===== config.mk =====
export PLATFORM = sky130hd
export DESIGN_NAME = inst_queue
export DESIGN_NICKNAME = d
export VERILOG_FILES = /design/src/rtl/rv_pkg.sv /design/src/rtl/inst_queue_predecode.sv /design/src/rtl/inst_queue.sv
export SDC_FILE = /design/constraint.sdc
export NUM_CORES = 1
export LEC_CHECK = 0
export CORE_MARGIN = 2
export CORE_UTILIZATION = 59
export CTS_CLUSTER_DIAMETER = 40
export CTS_CLUSTER_SIZE = 28
export DETAILED_ROUTE_END_ITERATION = 16
export GPL_TIMING_DRIVEN = 0
export HOLD_SLACK_MARGIN = 0.12
export PLACE_DENSITY_LB_ADDON = 0.2
export SLEW_MARGIN = 10
export SYNTH_ARGS = -nofsm -noshare
export SYNTH_HDL_FRONTEND = slang
export SYNTH_SLANG_ARGS = --single-unit
export TNS_END_PERCENT = 5

===== constraint.sdc =====
create_clock -name sclk_i -period 7.3 [get_ports sclk_i]
set_clock_uncertainty 0.05 [all_clocks]
set_input_delay 1.095 -clock sclk_i [delete_from_list [all_inputs] [get_ports sclk_i]]
set_output_delay 1.095 -clock sclk_i [all_outputs]
set_load 0.02 [all_outputs]

===== src/rtl/rv_pkg.sv =====
// Shared constants and entry layout for the fetch/decode instruction queue.
// Optional predecode fields are present only when INST_QUEUE_PREDECODE_EN is defined.
package rv_pkg;

  // Architectural word width for pc and instruction words
  localparam int unsigned XLEN = 32;

  // Canonical RISC-V NOP (addi x0, x0, 0), shown on the output whenever the queue is empty
  localparam logic [31:0] NOP_INST = 32'h0000_0013;

  // Major opcodes recognised by the predecoder
  localparam logic [6:0] OPC_JAL    = 7'b1101111;
  localparam logic [6:0] OPC_BRANCH = 7'b1100011;

  // One buffered fetch result at the default word width
  typedef struct packed {
    logic [XLEN-1:0] pc;
    logic [XLEN-1:0] inst;
`ifdef INST_QUEUE_PREDECODE_EN
    logic            is_jal;
    logic            is_br;
    logic [XLEN-1:0] imm;
`endif
  } entry_t;

endpackage : rv_pkg


===== src/rtl/inst_queue_predecode.sv =====
// Combinational predecoder: flags JAL / conditional branches and extracts their
// sign-extended immediates so fetch can redirect early. Only instantiated by
// inst_queue when INST_QUEUE_PREDECODE_EN is defined.
module inst_queue_predecode
  import rv_pkg::*;
#(
  parameter int unsigned XLEN = rv_pkg::XLEN
) (
  input  logic [XLEN-1:0] inst_i,
  output logic            is_jal_o,
  output logic            is_br_o,
  output logic [XLEN-1:0] imm_o
);

  logic [6:0]  opcode;
  logic [20:0] j_imm;
  logic [12:0] b_imm;

  assign opcode = inst_i[6:0];

  // J-type immediate: imm[20|10:1|11|19:12] lives in inst[31:12], bit 0 is implicit zero
  assign j_imm = {inst_i[31], inst_i[19:12], inst_i[20], inst_i[30:21], 1'b0};

  // B-type immediate: imm[12|10:5] in inst[31:25], imm[4:1|11] in inst[11:7]
  assign b_imm = {inst_i[31], inst_i[7], inst_i[30:25], inst_i[11:8], 1'b0};

  // Classify the opcode and pick the matching sign-extended offset
  always_comb begin
    is_jal_o = 1'b0;
    is_br_o  = 1'b0;
    imm_o    = '0;
    case (opcode)
      OPC_JAL: begin
        is_jal_o = 1'b1;
        imm_o    = {{(XLEN-21){j_imm[20]}}, j_imm};
      end
      OPC_BRANCH: begin
        is_br_o = 1'b1;
        imm_o   = {{(XLEN-13){b_imm[12]}}, b_imm};
      end
      default: begin
        is_jal_o = 1'b0;
        is_br_o  = 1'b0;
        imm_o    = '0;
      end
    endcase
  end

endmodule : inst_queue_predecode


===== src/rtl/inst_queue.sv =====
// Instruction queue between fetch and decode: in-order FIFO of {pc, inst} pairs
// with valid/ready on both sides and a single-cycle flush for redirects.
// Optional feature macro: INST_QUEUE_PREDECODE_EN adds predecoded jal/branch
// flags and immediate, computed at push time and stored with each entry.
module inst_queue
  import rv_pkg::*;
#(
  parameter int unsigned XLEN  = rv_pkg::XLEN,
  parameter int unsigned DEPTH = 4
) (
  input  logic                   sclk_i,
  input  logic                   srst_n_i,
  input  logic                   flush_i,
  input  logic                   in_valid_i,
  output logic                   in_ready_o,
  input  logic [XLEN-1:0]        in_pc_i,
  input  logic [XLEN-1:0]        in_inst_i,
  output logic                   out_valid_o,
  input  logic                   out_ready_i,
  output logic [XLEN-1:0]        out_pc_o,
  output logic [XLEN-1:0]        out_inst_o,
`ifdef INST_QUEUE_PREDECODE_EN
  output logic                   out_is_jal_o,
  output logic                   out_is_br_o,
  output logic [XLEN-1:0]        out_imm_o,
`endif
  output logic [$clog2(DEPTH):0] count_o
);

  localparam int unsigned PW = $clog2(DEPTH);
  localparam int unsigned CW = PW + 1;
  localparam logic [CW-1:0] FULL_COUNT = CW'(DEPTH);
  localparam logic [XLEN-1:0] NOP_WORD = XLEN'(NOP_INST);

  // Entry layout at this instance's word width
  typedef struct packed {
    logic [XLEN-1:0] pc;
    logic [XLEN-1:0] inst;
`ifdef INST_QUEUE_PREDECODE_EN
    logic            is_jal;
    logic            is_br;
    logic [XLEN-1:0] imm;
`endif
  } q_entry_t;

  // Storage is deliberately left unreset; the empty-mux below hides stale contents
  q_entry_t mem [DEPTH];

  logic [PW-1:0] wr_ptr_q, wr_ptr_d;
  logic [PW-1:0] rd_ptr_q, rd_ptr_d;
  logic [CW-1:0] count_q,  count_d;

  logic     is_full;
  logic     is_empty;
  logic     push;
  logic     pop;
  q_entry_t wr_entry;
  q_entry_t head_entry;

  // Occupancy flags and handshakes; a flush blocks fetch for that cycle and a
  // full queue refuses a push even when decode pops in the same cycle
  always_comb begin
    is_full     = (count_q == FULL_COUNT);
    is_empty    = (count_q == '0);
    in_ready_o  = ~is_full & ~flush_i;
    out_valid_o = ~is_empty;
    push        = in_valid_i & in_ready_o;
    pop         = out_valid_o & out_ready_i;
  end

`ifdef INST_QUEUE_PREDECODE_EN
  logic            pd_is_jal;
  logic            pd_is_br;
  logic [XLEN-1:0] pd_imm;

  inst_queue_predecode #(
    .XLEN (XLEN)
  ) u_predecode (
    .inst_i   (in_inst_i),
    .is_jal_o (pd_is_jal),
    .is_br_o  (pd_is_br),
    .imm_o    (pd_imm)
  );
`endif

  // Assemble the entry written on a push
  always_comb begin
    wr_entry      = '0;
    wr_entry.pc   = in_pc_i;
    wr_entry.inst = in_inst_i;
`ifdef INST_QUEUE_PREDECODE_EN
    wr_entry.is_jal = pd_is_jal;
    wr_entry.is_br  = pd_is_br;
    wr_entry.imm    = pd_imm;
`endif
  end

  // Next-state for pointers and count; flush wins over any same-cycle push/pop
  always_comb begin
    wr_ptr_d = wr_ptr_q;
    rd_ptr_d = rd_ptr_q;
    count_d  = count_q;
    if (flush_i) begin
      wr_ptr_d = '0;
      rd_ptr_d = '0;
      count_d  = '0;
    end else begin
      if (push) begin
        wr_ptr_d = wr_ptr_q + 1'b1;
      end
      if (pop) begin
        rd_ptr_d = rd_ptr_q + 1'b1;
      end
      case ({push, pop})
        2'b10:   count_d = count_q + 1'b1;
        2'b01:   count_d = count_q - 1'b1;
        default: count_d = count_q;
      endcase
    end
  end

  // Control state: pointers wrap naturally because DEPTH is a power of two
  always_ff @(posedge sclk_i or negedge srst_n_i) begin
    if (!srst_n_i) begin
      wr_ptr_q <= '0;
      rd_ptr_q <= '0;
      count_q  <= '0;
    end else begin
      wr_ptr_q <= wr_ptr_d;
      rd_ptr_q <= rd_ptr_d;
      count_q  <= count_d;
    end
  end

  // Entry storage write port; push is already suppressed during flush
  always_ff @(posedge sclk_i) begin
    if (push) begin
      mem[wr_ptr_q] <= wr_entry;
    end
  end

  // Head read is asynchronous so a pushed entry shows up the cycle after its push edge
  always_comb begin
    head_entry = mem[rd_ptr_q];
  end

  // Output mux: never expose stale or uninitialised storage when empty
  always_comb begin
    count_o    = count_q;
    out_pc_o   = is_empty ? '0 : head_entry.pc;
    out_inst_o = is_empty ? NOP_WORD : head_entry.inst;
`ifdef INST_QUEUE_PREDECODE_EN
    out_is_jal_o = is_empty ? 1'b0 : head_entry.is_jal;
    out_is_br_o  = is_empty ? 1'b0 : head_entry.is_br;
    out_imm_o    = is_empty ? '0   : head_entry.imm;
`endif
  end

endmodule : inst_queue


==> results of run 1 <==
-- routing by layer --
metal | vias to the layer above | share of wire (%)
li1 | 2209 | -
met1 | 2613 | 40
met2 | 162 | 52
met3 | 28 | 6.3
met4 | 0 | 1.9
met5 | - | 0
-- stage by stage --
stage / setup slack (ns) / util [%] / power [mW] / hold slack, ns / std cells
3_5_place_dp: 3.47 / 71.1 / 3.21 / 0.576 / 818
3_3_place_gp: 1.92 / 70.5 / 3.19 / 0.544 / 814
5_1_grt: 3.22 / 78.0 / 5.05 / 0.635 / 878
2_1_floorplan: 3.71 / - / 2.61 / 0.527 / 457
6_report: 3.34 / 78.0 / 4.86 / 0.586 / 878
4_1_cts: 3.30 / 78.0 / 4.91 / 0.586 / 878
-- sequential cells by signal (all words and copies together), names as in the netlist --
register / count
count_o: 3
mem: 256
rd_ptr_q: 2
wr_ptr_q: 2
-- kinds of logic (layout without fill, tap and decap cells) --
group	Yosys count	after routing	synth area share, %
fa+ha+maj	5	5	0.692
buf+inv	27	228	1.22
xor+xnor	3	3	0.333
flops	263	263	77.6
mux	66	66	14.4
simple gates	83	83	4.98
compound gates	10	10	0.741
-- synthesized netlist by cell type (all sizes together), types with 2 or more instances --
library cell and n:
ha 4, buf 14, dfrtp 7, nand2b 2, mux4 64, or2 3, inv 5, edfxtp 256
nor3 2, and2 65, xor2 3, nor2 6, a21oi 2, clkbuf 8, o21ai 2, nand2 2
-- worst max path at each step --
stage | endpoint | cells past startpoint | from
3_5_place_dp | in_ready_o | 4 | flush_i
6_report | out_pc_o[20] | 5 | rd_ptr_q[1]$_DFFE_PN0P_
2_1_floorplan | mem[0][0]$_DFFE_PP_ | 3 | in_valid_i
5_1_grt | out_pc_o[26] | 5 | rd_ptr_q[1]$_DFFE_PN0P_
4_1_cts | out_pc_o[20] | 5 | rd_ptr_q[1]$_DFFE_PN0P_
3_3_place_gp | mem[1][33]$_DFFE_PP_ | 4 | in_valid_i
-- area by class of cell --
class | count | area [µm²] | share of cell area [%]
inverters | 5 | 18.8 | 0.144
flip-flops and latches | 263 | 7860 | 60.3
plain buffers | 22 | 105 | 0.806
well taps | 220 | 275 | 2.11
repair buffers | 141 | 1460 | 11.2
multi-input cells | 167 | 2160 | 16.5
clock buffers | 42 | 912 | 7.00
clock inverters | 18 | 245 | 1.88
-- critical path: stages (launching register included) --
cell and delay [ns]:
dfrtp_1 0.33, buf_2 0.28, buf_1 0.57, mux4_2 0.41, and2_1 0.19, clkdlybuf4s50_1 0.54
-- cell usage in the layout (no fill, tap or decap), types with 3 or more instances in the layout --
cell type          n
clkinv_4           3
and2_4             4
nor2_1             5
inv_1              4
bufinv_16          5
buf_2              6
dfrtp_1            7
buf_4              4
ha_1               4
edfxtp_1         256
buf_1              4
clkbuf_1          14
clkbuf_16         35
and2_1            61
inv_6              5
clkdlybuf4s50_1  137
buf_12             3
or2_1              3
mux4_2            64
-- power by group through the flow --
stage	clock network, mW	logic (mW)	registers (mW)
after floorplan	0	0.794	1.82
after global placement	0	1.37	1.82
after detailed placement	0	1.39	1.82
after CTS	1.71	1.41	1.79
after global routing	1.78	1.48	1.80
final	1.69	1.38	1.79
==> results.yml, run 1 <==
grt:
  use_met2_pct: 37.7
  use_met1_pct: 28.7
  grt_pass1_wl_um: 30100
  grt_util_met3_pct: 5.93
  grt_usage_pct: 22.4
  grt_pass1_vias: 5501
  antenna_found_initial: 0
  globalRouteOverflowTotal: 0
  grt-busiest-layer: "met2"
  grt_max_degree: 40
sta:
  rsz0062_at_grt: "no"
  max_freq_ghz: 0.253
  setup_viol: 0
  drv_slew: 0
  finalSetupTns_ns: 0
  fin_crit_sh_pct: 54.2
  final-hold-violation-count: 0
  worstMarginPinSlew_ns: 0.683
  min_period_ns: 3.96
  maxSlewHeadroom_pct: 54.5
floorplan:
  die_h_um: 135
  rows: 47
  dieWidth_um: 135
  core_mm2: 0.0167
  io_pins: 138
  start_util_pct: 60.7
  die-area_mm2: 0.0182
placed_design:
  gp_congestion: 0.747
  dpl.hpwl_um: 11100
  port_buffers: 137
  post_dp_cell_area_mm2: 0.0119
synth:
  syn_avg_cell_area_um2: 22.2
  async_reset_ff_share_pct: 2.66
  syn_nets: 531
  synthDistinctLibCells: 34
  synth-seq-cells: 263
  yosysTopAreaCellShare_pct: 75.9
  netlist_area_mm2: 0.0101
  synth_edf_count: 256
  ys_warn_count: 0
  synthTopCellsByArea: "edfxtp_1 76%, mux4_2 14%, and2_1 4.0%"
  synth_top_area_cell: "edfxtp_1"
  postSynthCellCount: 457
  yosysSeqAreaShare_pct: 77.6
  synth_flop_cell: "edfxtp_1"
worst_setup_path:
  critPathCaptureType: "output port"
  reg2reg_depth: 4
  crit_fanout: 10
  r2r_setup_slack_ns: 4.89
  r2r_start: "count_o[0]$_DFFE_PN0P_"
  worstSetupStartpointType: "flip-flop"
  critical_path_arrival_ns: 2.81
  critPathKind: "flip-flop to output port"
  r2r-end: "mem[2][61]$_DFFE_PP_"
  crit_required_ns: 6.15
clock_tree:
  cts_tree: "yes"
  post_cts_resized: 0
  worstSkewPairLatency_ns: 0.50
  post_cts_buffers: 0
  clock-sinks: 263
  clockBufferDepth: 3
  holdBufCountCts: 0
  cts_buffers: 34
  cts_root_buf: "clkbuf_16"
  clk_pin_slew_worst_paths_ns: 0.06
  htreeDepth: 2
drt:
  wire_per_inst_um: 21.8
  totalWireLength_um: 19200
  drc_errors: 0
  vias: 5012
  drt_iter0_markers: 305
  firstDrtPassIters: 4
  ant_nets: 0
  viasPerCell: 5.71
power_and_ir_drop:
  ir_drop_mv: 0.295
  switchingPower_mw: 1.35
  intPower_mw: 3.51
  clockPowerShare_pct: 34.7
  power_density_mw_per_mm2: 373
  leakagePower_nw: 4.25
  pwr-share-seq_pct: 36.8
  sw_frac_of_total_pct: 27.8
  p_comb_share_pct: 28.5
finish:
  postLayoutCellArea_mm2: 0.0130
  num_antenna_cells: 0
  drive_gt1_share_pct: 21.1
  nets: 708
  fillCellCount: 879
  area_growth_pct: 28.6
min_path:
  worstHoldStart: "wr_ptr_q[1]$_DFFE_PN0P_"
  min_to: "wr_ptr_q[1]$_DFFE_PN0P_"
  min_path_type: "flip-flop to flip-flop"
  hold_depth: 2
flow_run:
  maxCapViolations: 0
outcome:
  status: "complete, no violations"
(Power assumes the default switching activity.)
==> run 2: changes to the inputs <==
CORE_UTILIZATION = 55   (was 59)
clock period = 3.8 ns   (was 7.3 ns; I/O delays follow)
==> results.yml, run 2 (synthesis gave the netlist of run 1 again) <==
outcome:
  status: "complete, no violations"
power_and_ir_drop:
  switchingPower_mw: 2.58
  pwr-share-seq_pct: 37.1
  p_comb_share_pct: 28.5
  clockPowerShare_pct: 34.3
  intPower_mw: 6.66
  power_density_mw_per_mm2: 709
  ir_drop_mv: 0.523
  leakagePower_nw: 4.25
  sw_frac_of_total_pct: 27.9
finish:
  largest_reg_flops: 256
  postLayoutCellArea_mm2: 0.0130
  nets: 709
  layout_commonest_cell: "edfxtp_1"
  num_antenna_cells: 0
  fillCellCount: 1088
  area_growth_pct: 28.7
  final_cell_mix: "256 x edfxtp_1, 137 x clkdlybuf4s50_1, 64 x mux4_2"
  drive_gt1_share_pct: 21.7
  regMostFlops: "mem"
sta:
  maxSlewHeadroom_pct: 51.1
  setup_viol: 0
  worstMarginPinSlew_ns: 0.733
  max_freq_ghz: 0.292
  fin_ws_ns: 0.378
  final-hold-violation-count: 0
  holdWs_ns: 0.309
  min_period_ns: 3.42
  fin_crit_sh_pct: 90.0
  rsz0062_at_grt: "no"
  drv_slew: 0
grt:
  globalRouteOverflowTotal: 0
  antenna_found_initial: 1
  grt_max_degree: 35
  grt_pass1_vias: 5285
  grt_pass1_wl_um: 29100
  grt_usage_pct: 19.8
worst_setup_path:
  cpPeakStageDelay_ns: 0.56
  critical_path_arrival_ns: 2.80
  critPathCaptureType: "output port"
  cp_slowest_cell: "buf_1"
  critPathKind: "flip-flop to output port"
  r2r-end: "mem[1][23]$_DFFE_PP_"
  worstSetupStartpointType: "flip-flop"
  r2r_setup_slack_ns: 1.43
  crit_fanout: 10
  crit_chain: "buf_2, buf_1, mux4_2, and2_1, clkdlybuf4s50_1"
  r2r_start: "count_o[1]$_DFFE_PN0P_"
  reg2reg_depth: 4
  crit_required_ns: 3.18
floorplan:
  dieWidth_um: 140
  start_util_pct: 56.2
  die-area_mm2: 0.0195
  die_h_um: 140
  io_pins: 138
  core_mm2: 0.0180
  rows: 49
drt:
  totalWireLength_um: 18800
  viasPerCell: 5.57
  vias: 4952
  ant_nets: 0
  drt_iter0_markers: 215
  firstDrtPassIters: 4
  wire_per_inst_um: 21.1
  drc_errors: 0
clock_tree:
  clockBufferDepth: 3
  clk_pin_slew_worst_paths_ns: 0.06
  holdBufCountCts: 0
  post_cts_buffers: 0
  worstSkewPairLatency_ns: 0.49
  clock-sinks: 263
  cts_root_buf: "clkbuf_16"
  cts_tree: "yes"
  htreeDepth: 2
  post_cts_resized: 0
  cts_buffers: 35
placed_design:
  dpl.hpwl_um: 11300
  post_dp_cell_area_mm2: 0.0119
  preCtsSetupSlack_ns: 0.831
  port_buffers: 137
  gp_congestion: 0.674
min_path:
  min_path_type: "input pin to async pin"
flow_run:
  maxCapViolations: 0
-- run 2: cell count changes in the layout (fill, tap and decap cells not counted), moves of 2 or more --
| cell | previous run | this run |
|---|---|---|
| inv_6 | 5 | 2 |
| bufinv_16 | 5 | 3 |
| clkbuf_1 | 14 | 11 |
| clkbuf_16 | 35 | 37 |
| clkinvlp_4 | 1 | 4 |
| clkinv_2 | 2 | 5 |
-- run 2: worst max-delay path by stage --
stage,start,endpoint,slack [ns]
6_report,rd_ptr_q[1]$_DFFE_PN0P_,out_pc_o[23],0.38
5_1_grt,rd_ptr_q[0]$_DFFE_PN0P_,out_inst_o[5],0.24
4_1_cts,rd_ptr_q[1]$_DFFE_PN0P_,out_pc_o[23],0.33
3_5_place_dp,in_valid_i,mem[1][21]$_DFFE_PP_,0.83
3_3_place_gp,in_valid_i,mem[0][6]$_DFFE_PP_,-1.10
2_1_floorplan,count_o[0]$_DFFE_PN0P_,mem[0][0]$_DFFE_PP_,0.67
-- run 2: critical path: cells and delay by family (launching register included) --
family	cells	cell delay, ns
DFF	1	0.34
muxes	1	0.40
and+or+nand+nor	1	0.19
buffers and inverters	3	1.37
-- run 2: through the flow --
step	setup TNS (ns)	total power, mW	util, %	cells
3_3_place_gp	-275.34	6.14	65.4	823
3_5_place_dp	0	6.16	65.9	827
6_report	0	9.24	72.3	889
2_1_floorplan	0	5.02	-	457
5_1_grt	0	9.62	72.3	889
4_1_cts	0	9.36	72.3	889
-- run 2: power by group through the flow --
| stage | clock network [mW] | registers, mW | logic, mW |
|---|---|---|---|
| 2_1_floorplan | 0 | 3.50 | 1.53 |
| 6_report | 3.17 | 3.43 | 2.64 |
| 3_5_place_dp | 0 | 3.49 | 2.67 |
| 4_1_cts | 3.23 | 3.43 | 2.69 |
| 3_3_place_gp | 0 | 3.50 | 2.64 |
| 5_1_grt | 3.35 | 3.45 | 2.83 |
-- run 2: final cells by class --
class / instances / area (µm²) / area share (%)
flip-flops and latches: 263 / 7860 / 60.3
multi-input cells: 167 / 2160 / 16.5
repair buffers: 141 / 1450 / 11.1
clock buffers: 40 / 937 / 7.19
well taps: 229 / 287 / 2.20
clock inverters: 22 / 220 / 1.69
plain buffers: 22 / 105 / 0.806
inverters: 5 / 18.8 / 0.144
-- run 2: layer usage --
| metal | wire length, µm | share of wire [%] | vias to the layer above | track usage (%) |
|---|---|---|---|---|
| met5 | 12 | 0.064 | - | 0 |
| met4 | 354 | 1.9 | 2 | 5.95 |
| met3 | 1270 | 6.8 | 31 | 5.82 |
| met2 | 9360 | 50 | 151 | 32.5 |
| met1 | 7760 | 41 | 2553 | 26.0 |
| li1 | - | - | 2215 | - |
==> run 3: changes to the inputs <==
CORE_UTILIZATION = 40   (was 55)
MAX_ROUTING_LAYER = met4   (was not set)
SLEW_MARGIN = not set   (was 10)
==> results.yml, run 3 (synthesis gave the netlist of run 1 again) <==
sta:
  final-hold-violation-count: 0
  worstMarginPinSlew_ns: 0.690
  max_freq_ghz: 0.290
  fin_crit_sh_pct: 90.8
  rsz0062_at_grt: "no"
  min_period_ns: 3.45
  holdWs_ns: 0.306
  drv_slew: 0
  setup_viol: 0
  maxSlewHeadroom_pct: 54.0
drt:
  ant_nets: 0
  firstDrtPassIters: 4
  wire_per_inst_um: 19.7
  drc_errors: 0
  viasPerCell: 4.99
  vias: 4926
  drt_iter0_markers: 302
  totalWireLength_um: 19500
finish:
  multi_input_area_mm2: 0.00216
  layout_commonest_cell: "edfxtp_1"
  fillCellCount: 2023
  nets: 708
  regArea_mm2: 0.00786
  area_growth_pct: 29.5
  drive_gt1_share_pct: 21.2
  largest_reg_flops: 256
  final_cell_mix: "256 x edfxtp_1, 137 x clkdlybuf4s50_1, 64 x mux4_2"
  instances_no_fill: 987
  regMostFlops: "mem"
  num_antenna_cells: 0
clock_tree:
  cts_buffers: 34
  holdBufCountCts: 0
  cts_root_buf: "clkbuf_16"
  clockBufferDepth: 3
  htreeDepth: 2
  worstSkewPairLatency_ns: 0.50
  post_cts_resized: 0
  post_cts_buffers: 0
  clock-sinks: 263
  cts_tree: "yes"
  clk_pin_slew_worst_paths_ns: 0.06
worst_setup_path:
  cpPeakStageDelay_ns: 0.56
  critPathKind: "flip-flop to output port"
  crit_chain: "buf_2, buf_1, mux4_2, and2_1, clkdlybuf4s50_1"
  crit_required_ns: 3.18
  critPathCaptureType: "output port"
  crit_fanout: 10
  r2r_setup_slack_ns: 1.41
  cp_slowest_cell: "buf_1"
  worstSetupStartpointType: "flip-flop"
  critical_path_arrival_ns: 2.83
power_and_ir_drop:
  ir_drop_mv: 0.519
  leakagePower_nw: 4.23
  finalPower_mw: 9.14
  power_density_mw_per_mm2: 696
outcome:
  status: "complete, no violations"
placed_design:
  gp_congestion: 0.760
  port_buffers: 137
  dpl.hpwl_um: 11700
  dp_cells: 928
grt:
  grt_pass1_wl_um: 30000
  globalRouteOverflowTotal: 0
  grt_usage_pct: 15.6
  antenna_found_initial: 0
  grt_pass1_vias: 5336
  grt_max_degree: 40
floorplan:
  dieWidth_um: 163
  die_h_um: 163
  die-area_mm2: 0.0266
  core_mm2: 0.0250
  io_pins: 138
  rows: 58
  start_util_pct: 40.5
flow_run:
  maxCapViolations: 0
min_path:
  min_path_type: "input pin to async pin"
## run 3: area by class of cell
cell class / count / area share [%]
clock inverters: 21 / 1.58
multi-input cells: 167 / 16.4
clock buffers: 38 / 6.76
plain buffers: 22 / 0.801
inverters: 5 / 0.143
well taps: 330 / 3.15
flip-flops and latches: 263 / 59.9
repair buffers: 141 / 11.2
## run 3: stage by stage
| stage | setup WS (ns) | util, % | TNS (ns) | instance area (µm²) |
|---|---|---|---|---|
| floorplan | 0.672 | - | 0 | 10100 |
| global placement | -1.24 | 47.6 | -314.68 | 11900 |
| detailed placement | 0.788 | 48.0 | 0 | 12000 |
| CTS | 0.288 | 52.4 | 0 | 13100 |
| global route | 0.171 | 52.4 | 0 | 13100 |
| finish | 0.351 | 52.4 | 0 | 13100 |
## run 3: final timing paths
kind,startpoint,end,cells after the start
setup reg to reg,count_o[0]$_DFFE_PN0P_,mem[1][12]$_DFFE_PP_,4
hold / removal,srst_n_i,count_o[1]$_DFFE_PN0P_,1
max in group asynchronous,srst_n_i,count_o[2]$_DFFE_PN0P_,1
setup / recovery,rd_ptr_q[1]$_DFFE_PN0P_,out_inst_o[16],5
hold reg to reg,wr_ptr_q[1]$_DFFE_PN0P_,wr_ptr_q[1]$_DFFE_PN0P_,2
min in group sclk_i,wr_ptr_q[1]$_DFFE_PN0P_,wr_ptr_q[1]$_DFFE_PN0P_,2
## run 3: where the power goes
| part | total [mW] | leakage (nW) | switching (mW) | internal, mW |
|---|---|---|---|---|
| logic | 2.65 | 1.28 | 1.35 | 1.30 |
| registers | 3.43 | 2.42 | 0.0552 | 3.37 |
| clock network | 3.05 | 0.535 | 1.20 | 1.85 |
| total | 9.14 | 4.23 | 2.61 | 6.53 |
## run 3: worst max-delay path: cells and delay by family, from the launching register on
kind / cells / cell delay [ns]
DFF: 1 / 0.34
and+or+nand+nor: 1 / 0.18
muxes: 1 / 0.41
buffers and inverters: 3 / 1.40
## run 3: layer usage
metal / routed length, µm / share of wire [%] / vias up / global-route usage, %
li1: - / - / 2213 / -
met1: 8030 / 41 / 2527 / 18.8
met2: 9800 / 50 / 153 / 25.9
met3: 1260 / 6.5 / 33 / 4.62
met4: 365 / 1.9 / 0 / 3.82
met5: 0 / 0 / - / -
